### config.mk
export PLATFORM = sky130hd
export DESIGN_NAME = cypher_transmitter
export DESIGN_NICKNAME = d
export VERILOG_FILES = /design/src/rtl/cypher_pkg.sv /design/src/rtl/cypher_phase_timer.sv /design/src/rtl/cypher_transmitter.sv
export SDC_FILE = /design/constraint.sdc
export NUM_CORES = 1
export LEC_CHECK = 0
export ABC_CLOCK_PERIOD_IN_PS = 3100
export BUFFER_PORTS_ARGS = -buffer_cell sky130_fd_sc_hd__buf_2
export CAP_MARGIN = 20
export CORE_ASPECT_RATIO = 1.2
export CORE_MARGIN = 5
export CORE_UTILIZATION = 55
export DETAILED_ROUTE_END_ITERATION = 12
export HOLD_SLACK_MARGIN = 0.05
export PLACE_DENSITY = 0.92
export SYNTH_ARGS = -nofsm -noshare
export SYNTH_HDL_FRONTEND = slang
export SYNTH_SLANG_ARGS = --single-unit
### constraint.sdc
create_clock -name clk -period 3.1 [get_ports clk]
set_input_delay 0.62 -clock clk [delete_from_list [all_inputs] [get_ports clk]]
set_output_delay 0.62 -clock clk [all_outputs]
set_load 0.02 [all_outputs]
### src/rtl/cypher_pkg.sv
// Shared definitions for the cypher link: symbol/sum widths and the
// transmitter FSM state encoding.
package cypher_pkg;

    localparam int NIBBLE_W = 4;
    localparam int SUM_W    = 8;

    typedef enum logic [1:0] {
        IDLE   = 2'd0,
        SETUP  = 2'd1,
        STROBE = 2'd2,
        DONE   = 2'd3
    } state_t;

endpackage

### src/rtl/cypher_phase_timer.sv
// Loadable down-counter; o_tc is high while the count sits at zero,
// marking the last cycle of the current phase.
module cypher_phase_timer #(
    parameter int WIDTH = 2
) (
    input  logic             clk,
    input  logic             rst_n,
    input  logic             i_load,
    input  logic [WIDTH-1:0] i_load_val,
    output logic             o_tc
);

    logic [WIDTH-1:0] r_count;

    always_ff @(posedge clk or negedge rst_n) begin
        if (!rst_n) begin
            r_count <= '0;
        end else if (i_load) begin
            r_count <= i_load_val;
        end else if (r_count != '0) begin
            r_count <= r_count - WIDTH'(1);
        end
    end

    assign o_tc = (r_count == '0);

endmodule

### src/rtl/cypher_transmitter.sv
// Serialises a frame of 4-bit symbols, MSB nibble first, onto the
// nibble/read-strobe link, with a running modulo-256 sum of sent nibbles.
module cypher_transmitter
    import cypher_pkg::*;
#(
    parameter int NIBBLES       = 8,
    parameter int SETUP_CYCLES  = 1,
    parameter int STROBE_CYCLES = 3
) (
    input  logic                            clk,
    input  logic                            reset_n,
    input  logic                            start,
    input  logic [NIBBLE_W*NIBBLES-1:0]     frame,
    output logic [NIBBLE_W-1:0]             nibble_out,
    output logic                            read,
    output logic [$clog2(NIBBLES+1)-1:0]    index,
    output logic [SUM_W-1:0]                sum,
    output logic                            busy,
    output logic                            done
);

    localparam int IW     = $clog2(NIBBLES + 1);
    localparam int FW     = NIBBLE_W * NIBBLES;
    localparam int MAX_PH = (SETUP_CYCLES > STROBE_CYCLES) ? SETUP_CYCLES : STROBE_CYCLES;
    localparam int TW     = (MAX_PH > 1) ? $clog2(MAX_PH) : 1;

    state_t                r_state;
    state_t                w_state_next;
    logic [FW-1:0]         r_shift;
    logic [FW-1:0]         w_shift_next;
    logic [NIBBLE_W-1:0]   r_nibble;
    logic [IW-1:0]         r_index;
    logic [SUM_W-1:0]      r_sum;
    logic                  r_read;
    logic                  r_busy;
    logic                  r_done;
    logic                  w_tc;
    logic                  w_accept;
    logic                  w_last_strobe;
    logic                  w_last_nibble;
    logic                  w_load;
    logic [TW-1:0]         w_load_val;

    always_comb begin
        w_state_next  = r_state;
        w_accept      = start && ((r_state == IDLE) || (r_state == DONE));
        w_last_strobe = (r_state == STROBE) && w_tc;
        w_last_nibble = (r_index == IW'(NIBBLES - 1));
        case (r_state)
            IDLE:    if (start) w_state_next = SETUP;
            SETUP:   if (w_tc)  w_state_next = STROBE;
            STROBE:  if (w_tc)  w_state_next = w_last_nibble ? DONE : SETUP;
            DONE:    w_state_next = start ? SETUP : IDLE;
            default: w_state_next = IDLE;
        endcase
    end

    // Every transition lands in a different state, so a state change is a phase entry.
    assign w_load       = (w_state_next != r_state);
    assign w_load_val   = (w_state_next == SETUP) ? TW'(SETUP_CYCLES - 1) : TW'(STROBE_CYCLES - 1);
    assign w_shift_next = r_shift << NIBBLE_W;

    cypher_phase_timer #(
        .WIDTH (TW)
    ) u_timer (
        .clk        (clk),
        .rst_n      (reset_n),
        .i_load     (w_load),
        .i_load_val (w_load_val),
        .o_tc       (w_tc)
    );

    always_ff @(posedge clk or negedge reset_n) begin
        if (!reset_n) begin
            r_state <= IDLE;
        end else begin
            r_state <= w_state_next;
        end
    end

    always_ff @(posedge clk or negedge reset_n) begin
        if (!reset_n) begin
            r_shift  <= '0;
            r_nibble <= '0;
            r_index  <= '0;
            r_sum    <= '0;
            r_read   <= 1'b0;
            r_busy   <= 1'b0;
            r_done   <= 1'b0;
        end else begin
            if (w_accept) begin
                r_shift  <= frame;
                r_nibble <= frame[FW-1 -: NIBBLE_W];
                r_index  <= '0;
                r_sum    <= '0;
            end else if (w_last_strobe) begin
                r_sum   <= r_sum + SUM_W'(r_nibble);
                r_index <= r_index + IW'(1);
                if (!w_last_nibble) begin
                    r_shift  <= w_shift_next;
                    r_nibble <= w_shift_next[FW-1 -: NIBBLE_W];
                end
            end
            // Outputs track the state being entered so they are valid in that state's first cycle.
            r_read <= (w_state_next == STROBE);
            r_busy <= (w_state_next == SETUP) || (w_state_next == STROBE);
            r_done <= (w_state_next == DONE);
        end
    end

    assign nibble_out = r_nibble;
    assign read       = r_read;
    assign index      = r_index;
    assign sum        = r_sum;
    assign busy       = r_busy;
    assign done       = r_done;

endmodule

==> qor.txt, run 1 <==
outcome = finished clean
Peak VDD IR = 0.502 mV
Ant. Diodes = 0
Core Box Area = 0.00463 mm²
Period minus WS final = 2.06 ns
IO Pins = 54
compound-cell area share of the yosys netlist = 0.129
post-synthesis mux area share = 0.122
Worst-path clk slew = 0.09 ns
Fmax = 487 MHz
Post-CTS Setup Inserts = 0
Die Footprint = 0.00627 mm²
Worst Skew = 0.00683 ns
post-CTS sizing = 0
CP required = 3.26 ns
CTS max path bufs = 2
Post-synth ARST share = 1.00
crit path cell chain = inv_2 -> ha_1 -> nor2b_4 -> buf_4 -> a21oi_4 -> buf_4 -> o21ai_0
Port Buffers = 53
Iter 0 DRT Violations = 162
Power Dens Cells = 901 mW/mm²
Die Width = 73.1 µm
routed vias/inst = 5.44
most frequent cells in the layout = 53 x buf_2, 51 x dfrtp_1, 38 x nand2_1
Total GRT Usage = 0.179
Final TNS setup = 0 ns
vias in the first global route = 2049
Mapped Avg Cell Area = 10.2 µm²
# DRC = 0
WS Path Type = register to register
Chip Height = 85.7 µm
# setup viols final = 0
CTS tree = yes
number of enable flip-flop cells after synthesis = 0
share of post-route cells with drive strength above 1 = 0.227
via count = 1998
worst path buffer plus inverter count = 3
pre-CTS worst setup slack = 1.04 ns
reg-to-reg slack, setup = 1.04 ns
Synthesized Nets = 307
Leakage = 1.50 nW
actual slew at the worst max-slew pin = 0.623 ns
Hold Buf Count CTS = 0
largest net degree at the start of global routing = 61
filler instances = 374
most frequent CP cell = buf_4
Synth Area in Simple Gates = 0.118
Post-Syn Area = 0.00263 mm²
CP max-delay cell = dfrtp_1
Clock Latency Late Sink = 0.30 ns
final worst path period share = 0.663
nets = 358
Final Util = 0.655
WL/cell = 14.2 µm
Min-Delay Path Class = input port to async pin
total of warnings raised by yosys = 0
Worst setup EP type = register
largest family of logic cells by synthesized area = compound AO/OA/AOI/OAI gates
CTS root buf = clkbuf_8
XOR/XNOR Fraction of Synth Area = 0.0200
commonest non-fill, non-tap cell in the layout = buf_2
Syn-to-layout area delta = 15.4%
Starting Density = 0.568
CP Launch Type = register
Slew headroom = 0.584
final setup margin = 1.04 ns
GP Congestion = 0.799
CP Data Arrival Time = 2.22 ns
GR Overflow Total = 0
drt first pass iters = 4
RSZ-0062 raised after global routing = false
max-slew violation count = 0
CP top delay family = buffers and inverters
final hold viol count = 0
clk sink count = 51
crit-path max cell delay = 0.47 ns
sequential fraction of the synthesis area = 0.486
# H-tree levels = 2
#FFs+latches synth = 51
initial antenna violation count = 0
first-pass GRT wire length = 9010 µm
Adder-Cell Fraction of Synth Area = 0.0743
ANT nets after route = 0
Row Count = 27
final WL = 5230 µm
total power = 2.73 mW
Main synth FF type = dfrtp_1
count of cell types in the netlist = 42
total CTS buffers = 5
cells after synthesis = 257
Final HPWL DP = 3940 µm
Max Cap Viol = 0
CP Max Fanout = 60
-- power by group --
part	total [mW]	leakage [nW]	internal (mW)	switching, mW
Combinational	1.24	0.783	0.505	0.737
Sequential	1.07	0.664	0.913	0.159
Clock	0.418	0.0505	0.203	0.214
-- worst register-to-register path: cells and delay by family, from the launching register on --
| kind | cells | cell delay (ns) |
|---|---|---|
| buffers and inverters | 3 | 0.74 |
| and+or+nand+nor | 1 | 0.05 |
| DFF | 1 | 0.47 |
| AOI/OAI and AO/OA | 2 | 0.33 |
| adders and majority gates | 1 | 0.33 |
-- synth_stat cells (2+ instances only) --
master | count | area, µm²
xnor2_1 | 3 | 26.3
nand3b_1 | 2 | 15.0
nand2_1 | 38 | 143
a21oi_1 | 9 | 45.0
inv_2 | 2 | 7.51
nor3_1 | 2 | 10.0
buf_6 | 2 | 22.5
o21ai_0 | 26 | 130
xor2_1 | 3 | 26.3
a22o_1 | 5 | 43.8
nor4_1 | 2 | 12.5
o21ai_1 | 6 | 30.0
clkbuf_1 | 2 | 7.51
dfrtp_1 | 51 | 1280
or3_1 | 2 | 12.5
buf_2 | 5 | 25.0
nor2b_1 | 3 | 18.8
ha_1 | 14 | 175
inv_1 | 12 | 45.0
mux2i_1 | 31 | 310
nor2_1 | 13 | 48.8
nand4_1 | 2 | 12.5
buf_4 | 3 | 22.5
-- path summary, 6_finish.rpt --
path | start | endpoint | cells past startpoint
min in group clk | r_shift[14] | r_shift[14] | 2
worst max-delay path | r_state[1] | r_shift[12] | 7
worst min-delay path | reset_n | index[3] | 2
worst max register to register | r_state[1] | r_shift[12] | 7
max in group asynchronous | reset_n | u_timer.r_count[1] | 2
worst min register to register | r_shift[14] | r_shift[14] | 2
-- cell type report --
class	count	area, µm²	area share
tap	58	72.6	0.0239
multi-input combinational	179	1230	0.406
timing repair buffer	57	295	0.0974
clock inverter	1	7.51	0.00248
sequential	51	1280	0.421
clock buffer	7	96.3	0.0318
inverter	14	52.6	0.0173
-- stage by stage --
stage / cell area (µm²) / hold WS [ns] / cells
after floorplan: 2630 / 0.324 / 257
after global placement: 2930 / 0.459 / 359
after detailed placement: 2930 / 0.470 / 359
after CTS: 3030 / 0.436 / 367
after global routing: 3030 / 0.476 / 367
final: 3030 / 0.401 / 367
-- sequential cells by signal, indices dropped and copies added, names as in the netlist --
name / cells
r_shift: 28
sum: 8
index: 4
nibble_out: 4
r_state: 2
u_timer.r_count: 2
busy: 1
done: 1
read: 1
-- per-layer routing --
layer  global-route usage  vias up  routed length (µm)
met1                0.213      944                2130
met2                0.312       55                2680
met3               0.0528        8                 364
met4               0.0487        0                  52
li1                     -      991                   -
met5                    0        -                   0
-- cells by family (layout without fill, tap and decap cells) --
logic type | after synthesis | in the layout
XOR/XNOR | 6 | 6
buffers and inverters | 27 | 79
AND/OR/NAND/NOR | 69 | 69
AO/OA/AOI/OAI | 57 | 57
adder cells (fa/ha/maj) | 15 | 15
multiplexers | 32 | 32
flip-flops | 51 | 51
(Power assumes the default switching activity.)
==> run 2, diff against run 1 <==
--- a/config.mk
+++ b/config.mk
@@ -5,15 +5,15 @@
 export SDC_FILE = /design/constraint.sdc
 export NUM_CORES = 1
 export LEC_CHECK = 0
-export ABC_CLOCK_PERIOD_IN_PS = 3100
+export ABC_CLOCK_PERIOD_IN_PS = 2100
 export BUFFER_PORTS_ARGS = -buffer_cell sky130_fd_sc_hd__buf_2
 export CAP_MARGIN = 20
 export CORE_ASPECT_RATIO = 1.2
 export CORE_MARGIN = 5
-export CORE_UTILIZATION = 55
+export CORE_UTILIZATION = 54
 export DETAILED_ROUTE_END_ITERATION = 12
 export HOLD_SLACK_MARGIN = 0.05
-export PLACE_DENSITY = 0.92
+export PLACE_DENSITY = 0.91
 export SYNTH_ARGS = -nofsm -noshare
 export SYNTH_HDL_FRONTEND = slang
 export SYNTH_SLANG_ARGS = --single-unit
==> constraint.sdc (replaced) <==
create_clock -name clk -period 2.1 [get_ports clk]
set_input_delay 0.42 -clock clk [delete_from_list [all_inputs] [get_ports clk]]
set_output_delay 0.42 -clock clk [all_outputs]
set_load 0.02 [all_outputs]
==> qor.txt, run 2 (synthesis results as in run 1) <==
vias in the first global route = 2067 (was 2049)
Slew headroom = 0.681 (was 0.584)
final hold viol count = 0 (unchanged)
first-pass GRT wire length = 8920 µm (was 9010 µm)
switching power = 1.69 mW (was 1.11 mW)
Iter 0 DRT Violations = 96 (was 162)
Row Count = 27 (unchanged)
Core Box Area = 0.00466 mm² (was 0.00463 mm²)
Worst Skew = 0.0123 ns (was 0.00683 ns)
Die Width = 73.7 µm (was 73.1 µm)
Power Dens Cells = 1390 mW/mm² (was 901 mW/mm²)
sequential share of power = 0.361 (was 0.393)
routed vias/inst = 5.54 (was 5.44)
outcome = finished clean (unchanged)
max-slew violation count = 0 (unchanged)
total power = 4.34 mW (was 2.73 mW)
Clock Latency Late Sink = 0.31 ns (was 0.30 ns)
# setup viols final = 0 (unchanged)
Max Cap Viol = 0 (unchanged)
largest net degree at the start of global routing = 61 (unchanged)
WL/cell = 14.1 µm (was 14.2 µm)
r2r startpoint = r_state[1] (unchanged)
clock share of power = 0.190 (was 0.153)
CTS root buf = clkbuf_8 (unchanged)
Internal Power = 2.65 mW (was 1.62 mW)
Fmax = 506 MHz (was 487 MHz)
nets = 360 (was 358)
Total GRT Usage = 0.177 (was 0.179)
GR Overflow Total = 0 (unchanged)
clk sink count = 51 (unchanged)
crit-path max cell delay = 0.46 ns (was 0.47 ns)
Syn-to-layout area delta = 19.0% (was 15.4%)
CTS tree = yes (unchanged)
CP Max Fanout = 8 (was 60)
worst path buffer plus inverter count = 1 (was 3)
Peak VDD IR = 0.977 mV (was 0.502 mV)
Worst-path clk slew = 0.10 ns (was 0.09 ns)
number of flip-flops under the largest register name = 28 (unchanged)
Net Sw Frac = 0.389 (was 0.406)
Ant. Diodes = 0 (unchanged)
final worst path period share = 0.941 (was 0.663)
Starting Density = 0.564 (was 0.568)
ANT nets after route = 0 (unchanged)
CP Launch Type = register (unchanged)
Die Footprint = 0.00637 mm² (was 0.00627 mm²)
CP Data Arrival Time = 2.15 ns (was 2.22 ns)
IO Pins = 54 (unchanged)
CP max-delay cell = dfrtp_1 (unchanged)
most frequent cells in the layout = 53 x buf_2, 51 x dfrtp_1, 38 x nand2_1 (unchanged)
Port Buffers = 53 (unchanged)
Leakage = 1.54 nW (was 1.50 nW)
combinational share of power = 0.449 (was 0.455)
reg-to-reg slack, setup = 0.12 ns (was 1.04 ns)
via count = 2044 (was 1998)
WS Path Type = register to register (unchanged)
Min-Delay Path Class = input port to async pin (unchanged)
GP Congestion = 0.825 (was 0.799)
CP required = 2.28 ns (was 3.26 ns)
# H-tree levels = 2 (unchanged)
CP top delay family = compound AO/OA/AOI/OAI gates (was buffers and inverters)
actual slew at the worst max-slew pin = 0.478 ns (was 0.623 ns)
largest reg by FF count = r_shift (unchanged)
Worst setup EP type = register (unchanged)
drt first pass iters = 5 (was 4)
CTS max path bufs = 2 (unchanged)
Chip Height = 86.4 µm (was 85.7 µm)
Final HPWL DP = 3790 µm (was 3940 µm)
initial antenna violation count = 0 (unchanged)
# DRC = 0 (unchanged)
commonest non-fill, non-tap cell in the layout = buf_2 (unchanged)
total CTS buffers = 5 (unchanged)
share of post-route cells with drive strength above 1 = 0.235 (was 0.227)
crit path cell chain = inv_2 -> ha_1 -> o21ai_0 -> nor2_1 -> a311oi_1 -> o211ai_1 -> mux2i_1 (was inv_2 -> ha_1 -> nor2b_4 -> buf_4 -> a21oi_4 -> buf_4 -> o21ai_0)
Setup crit start = r_state[1] (unchanged)
final WL = 5210 µm (was 5230 µm)
Hold Buf Count CTS = 0 (unchanged)
WHS = 0.0551 ns (was 0.401 ns)
Period minus WS final = 1.98 ns (was 2.06 ns)
[run 2: worst paths after layout]
path	cells after the start	endpoint
max in group asynchronous	2	r_shift[10]
min in group clk	2	r_shift[2]
hold reg to reg	2	r_shift[19]
setup / recovery	7	u_timer.r_count[1]
hold / removal	1	sum[5]
setup reg to reg	7	u_timer.r_count[1]
[run 2: metrics by stage]
step	TNS (ns)	std cells	area, µm²	setup slack (ns)	util
after floorplan	0	257	2630	0.313	-
after global placement	0	361	2980	0.284	0.639
after detailed placement	0	361	2980	0.152	0.639
after CTS	0	369	3120	0.125	0.669
after global routing	-0.0147	369	3130	-0.0147	0.670
final	0	369	3130	0.124	0.670
[run 2: area by class of cell]
| cell class | count | area, µm² |
|---|---|---|
| Clock buffer | 5 | 68.8 |
| Clock inverter | 3 | 71.3 |
| Fill cell | 384 | 1540 |
| Inverter | 14 | 52.6 |
| Multi-Input combinational cell | 179 | 1240 |
| Sequential cell | 51 | 1280 |
| Tap cell | 58 | 72.6 |
| Timing Repair Buffer | 59 | 348 |
[run 2: repair_timing]
item,in CTS,in global routing
gates resized for setup,0,2
endpoints found under the setup margin,0,1
buffers inserted,0,0
[run 2: power groups by stage]
stage | sequential (mW) | clock [mW] | combinational [mW]
2_1_floorplan | 1.65 | 0 | 1.36
3_3_place_gp | 1.56 | 0 | 1.83
3_5_place_dp | 1.58 | 0 | 1.94
4_1_cts | 1.56 | 0.836 | 1.95
5_1_grt | 1.62 | 0.883 | 2.20
6_report | 1.56 | 0.825 | 1.95
[run 2: per-layer routing]
| layer | up-vias | global-route usage | routed length [µm] | share of wire |
|---|---|---|---|---|
| met5 | - | 0 | 0 | 0 |
| met4 | 0 | 0.0708 | 121 | 0.023 |
| met3 | 20 | 0.0568 | 412 | 0.079 |
| met2 | 69 | 0.294 | 2560 | 0.49 |
| met1 | 956 | 0.209 | 2110 | 0.40 |
| li1 | 999 | - | - | - |
==> run 3, diff against run 2 <==
--- a/config.mk
+++ b/config.mk
@@ -10,10 +10,11 @@
 export CAP_MARGIN = 20
 export CORE_ASPECT_RATIO = 1.2
 export CORE_MARGIN = 5
-export CORE_UTILIZATION = 54
+export CORE_UTILIZATION = 55
+export CTS_BUF_LIST = sky130_fd_sc_hd__clkbuf_4 sky130_fd_sc_hd__clkbuf_8
 export DETAILED_ROUTE_END_ITERATION = 12
 export HOLD_SLACK_MARGIN = 0.05
-export PLACE_DENSITY = 0.91
+export PLACE_DENSITY = 0.92
 export SYNTH_ARGS = -nofsm -noshare
 export SYNTH_HDL_FRONTEND = slang
 export SYNTH_SLANG_ARGS = --single-unit
==> qor.txt, run 3 (synthesis results as in run 1) <==
filler instances = 347 (was 384)
crit-path max cell delay = 0.45 ns (was 0.46 ns)
ANT nets after route = 0 (unchanged)
number of flip-flops under the largest register name = 28 (unchanged)
Port Buffers = 53 (unchanged)
Max Cap Viol = 0 (unchanged)
post-CTS sizing = 0 (unchanged)
final hold viol count = 0 (unchanged)
commonest non-fill, non-tap cell in the layout = buf_2 (unchanged)
Post-Layout Cell Count = 369 (unchanged)
Peak VDD IR = 0.779 mV (was 0.977 mV)
Net Sw Frac = 0.386 (was 0.389)
switching power = 1.68 mW (was 1.69 mW)
CP max-delay cell = dfrtp_1 (unchanged)
most frequent CP cell = ha_1
total CTS buffers = 5 (unchanged)
initial antenna violation count = 0 (unchanged)
Power Dens Cells = 1390 mW/mm² (about the same)
Final Util = 0.676 (was 0.670)
clk sink count = 51 (unchanged)
Final TNS setup = 0 ns (unchanged)
largest reg by FF count = r_shift (unchanged)
# setup viols final = 0 (unchanged)
CP Data Arrival Time = 2.11 ns (was 2.15 ns)
drt first pass iters = 4 (was 5)
nets = 360 (unchanged)
CP required = 2.29 ns (was 2.28 ns)
Period minus WS final = 1.92 ns (was 1.98 ns)
Slew headroom = 0.646 (was 0.681)
WS Path Type = register to register (unchanged)
most frequent cells in the layout = 53 x buf_2, 51 x dfrtp_1, 38 x nand2_1 (unchanged)
total power = 4.34 mW (about the same)
Internal Power = 2.66 mW (was 2.65 mW)
CTS root buf = clkbuf_8 (unchanged)
Die Footprint = 0.00627 mm² (was 0.00637 mm²)
Syn-to-layout area delta = 19.1% (was 19.0%)
combinational share of power = 0.450 (was 0.449)
Total GRT Usage = 0.183 (was 0.177)
CTS tree = yes (unchanged)
Worst setup EP type = register (unchanged)
final WL = 5320 µm (was 5210 µm)
vias in the first global route = 2072 (was 2067)
Leakage = 1.54 nW (about the same)
Fmax = 521 MHz (was 506 MHz)
# H-tree levels = 2 (unchanged)
GP Congestion = 0.913 (was 0.825)
Final HPWL DP = 3990 µm (was 3790 µm)
Chip Height = 85.7 µm (was 86.4 µm)
CTS max path bufs = 2 (unchanged)
Row Count = 27 (unchanged)
WL/cell = 14.4 µm (was 14.1 µm)
Worst Skew = 0.00971 ns (was 0.0123 ns)
sequential share of power = 0.362 (was 0.361)
first-pass GRT wire length = 9200 µm (was 8920 µm)
WHS = 0.0766 ns (was 0.0551 ns)
Hold Buf Count CTS = 0 (unchanged)
Post-CTS Setup Inserts = 0 (unchanged)
routed vias/inst = 5.44 (was 5.54)
Die Width = 73.1 µm (was 73.7 µm)
clock share of power = 0.188 (was 0.190)
IO Pins = 54 (unchanged)
CP Max Fanout = 8 (unchanged)
via count = 2007 (was 2044)
worst path buffer plus inverter count = 1 (unchanged)
CP Launch Type = register (unchanged)
CP top delay family = adder cells (was compound AO/OA/AOI/OAI gates)
RSZ-0062 raised after global routing = false
final worst path period share = 0.914 (was 0.941)
DP Cell Count = 361 (unchanged)
# DRC = 0 (unchanged)
Starting Density = 0.568 (was 0.564)
Min-Delay Path Class = input port to async pin (unchanged)
Worst-path clk slew = 0.09 ns (was 0.10 ns)
Clock Latency Late Sink = 0.31 ns (about the same)
outcome = finished clean (unchanged)
GR Overflow Total = 0 (unchanged)
Iter 0 DRT Violations = 124 (was 96)
largest net degree at the start of global routing = 43 (was 61)
max-slew violation count = 0 (unchanged)
share of post-route cells with drive strength above 1 = 0.232 (was 0.235)
Core Box Area = 0.00463 mm² (was 0.00466 mm²)
crit path cell chain = inv_2 -> ha_1 -> nor2_1 -> a21boi_0 -> o21ai_0 -> ha_1 (was inv_2 -> ha_1 -> o21ai_0 -> nor2_1 -> a311oi_1 -> o211ai_1 -> mux2i_1)
Ant. Diodes = 0 (unchanged)
actual slew at the worst max-slew pin = 0.530 ns (was 0.478 ns)
-- run 3: power groups by stage --
stage                     logic (mW)  clock network (mW)  registers, mW
after detailed placement        1.97                   0           1.58
final                           1.95               0.815           1.57
after floorplan                 1.36                   0           1.65
after CTS                       1.98               0.825           1.57
after global routing            2.21               0.869           1.62
after global placement          1.86                   0           1.57
-- run 3: worst paths after layout --
path / startpoint / slack (ns) / cells after the start / to
worst max-delay path: r_state[1] / 0.18 / 6 / busy
worst min-delay path: reset_n / 0.08 / 1 / u_timer.r_count[0]
worst max register to register: r_state[1] / 0.18 / 6 / busy
worst min register to register: r_shift[13] / 0.49 / 2 / r_shift[13]
max in group asynchronous: reset_n / 1.49 / 2 / r_shift[3]
min in group clk: frame[0] / 0.33 / 2 / r_shift[0]
-- run 3: routing by layer --
metal | global-route usage | up-vias | part of all wire
li1 | - | 994 | -
met4 | 0.0587 | 0 | 0.011
met5 | 0 | - | 0
met2 | 0.308 | 62 | 0.51
met3 | 0.0492 | 5 | 0.069
met1 | 0.225 | 946 | 0.41
-- run 3: final cells by class --
cell class,instances,area (µm²),share of cell area
flip-flops and latches,51,1280,0.408
multi-input cells,179,1230,0.393
repair buffers,59,360,0.115
well taps,58,72.6,0.0232
clock buffers,5,68.8,0.0220
clock inverters,3,67.6,0.0216
inverters,14,52.6,0.0168
-- run 3: through the flow --
step | setup WS [ns] | area [µm²]
after floorplan | 0.313 | 2630
after global placement | 0.295 | 2990
after detailed placement | 0.208 | 2990
after CTS | 0.179 | 3130
after global routing | 0.0249 | 3130
final | 0.181 | 3130
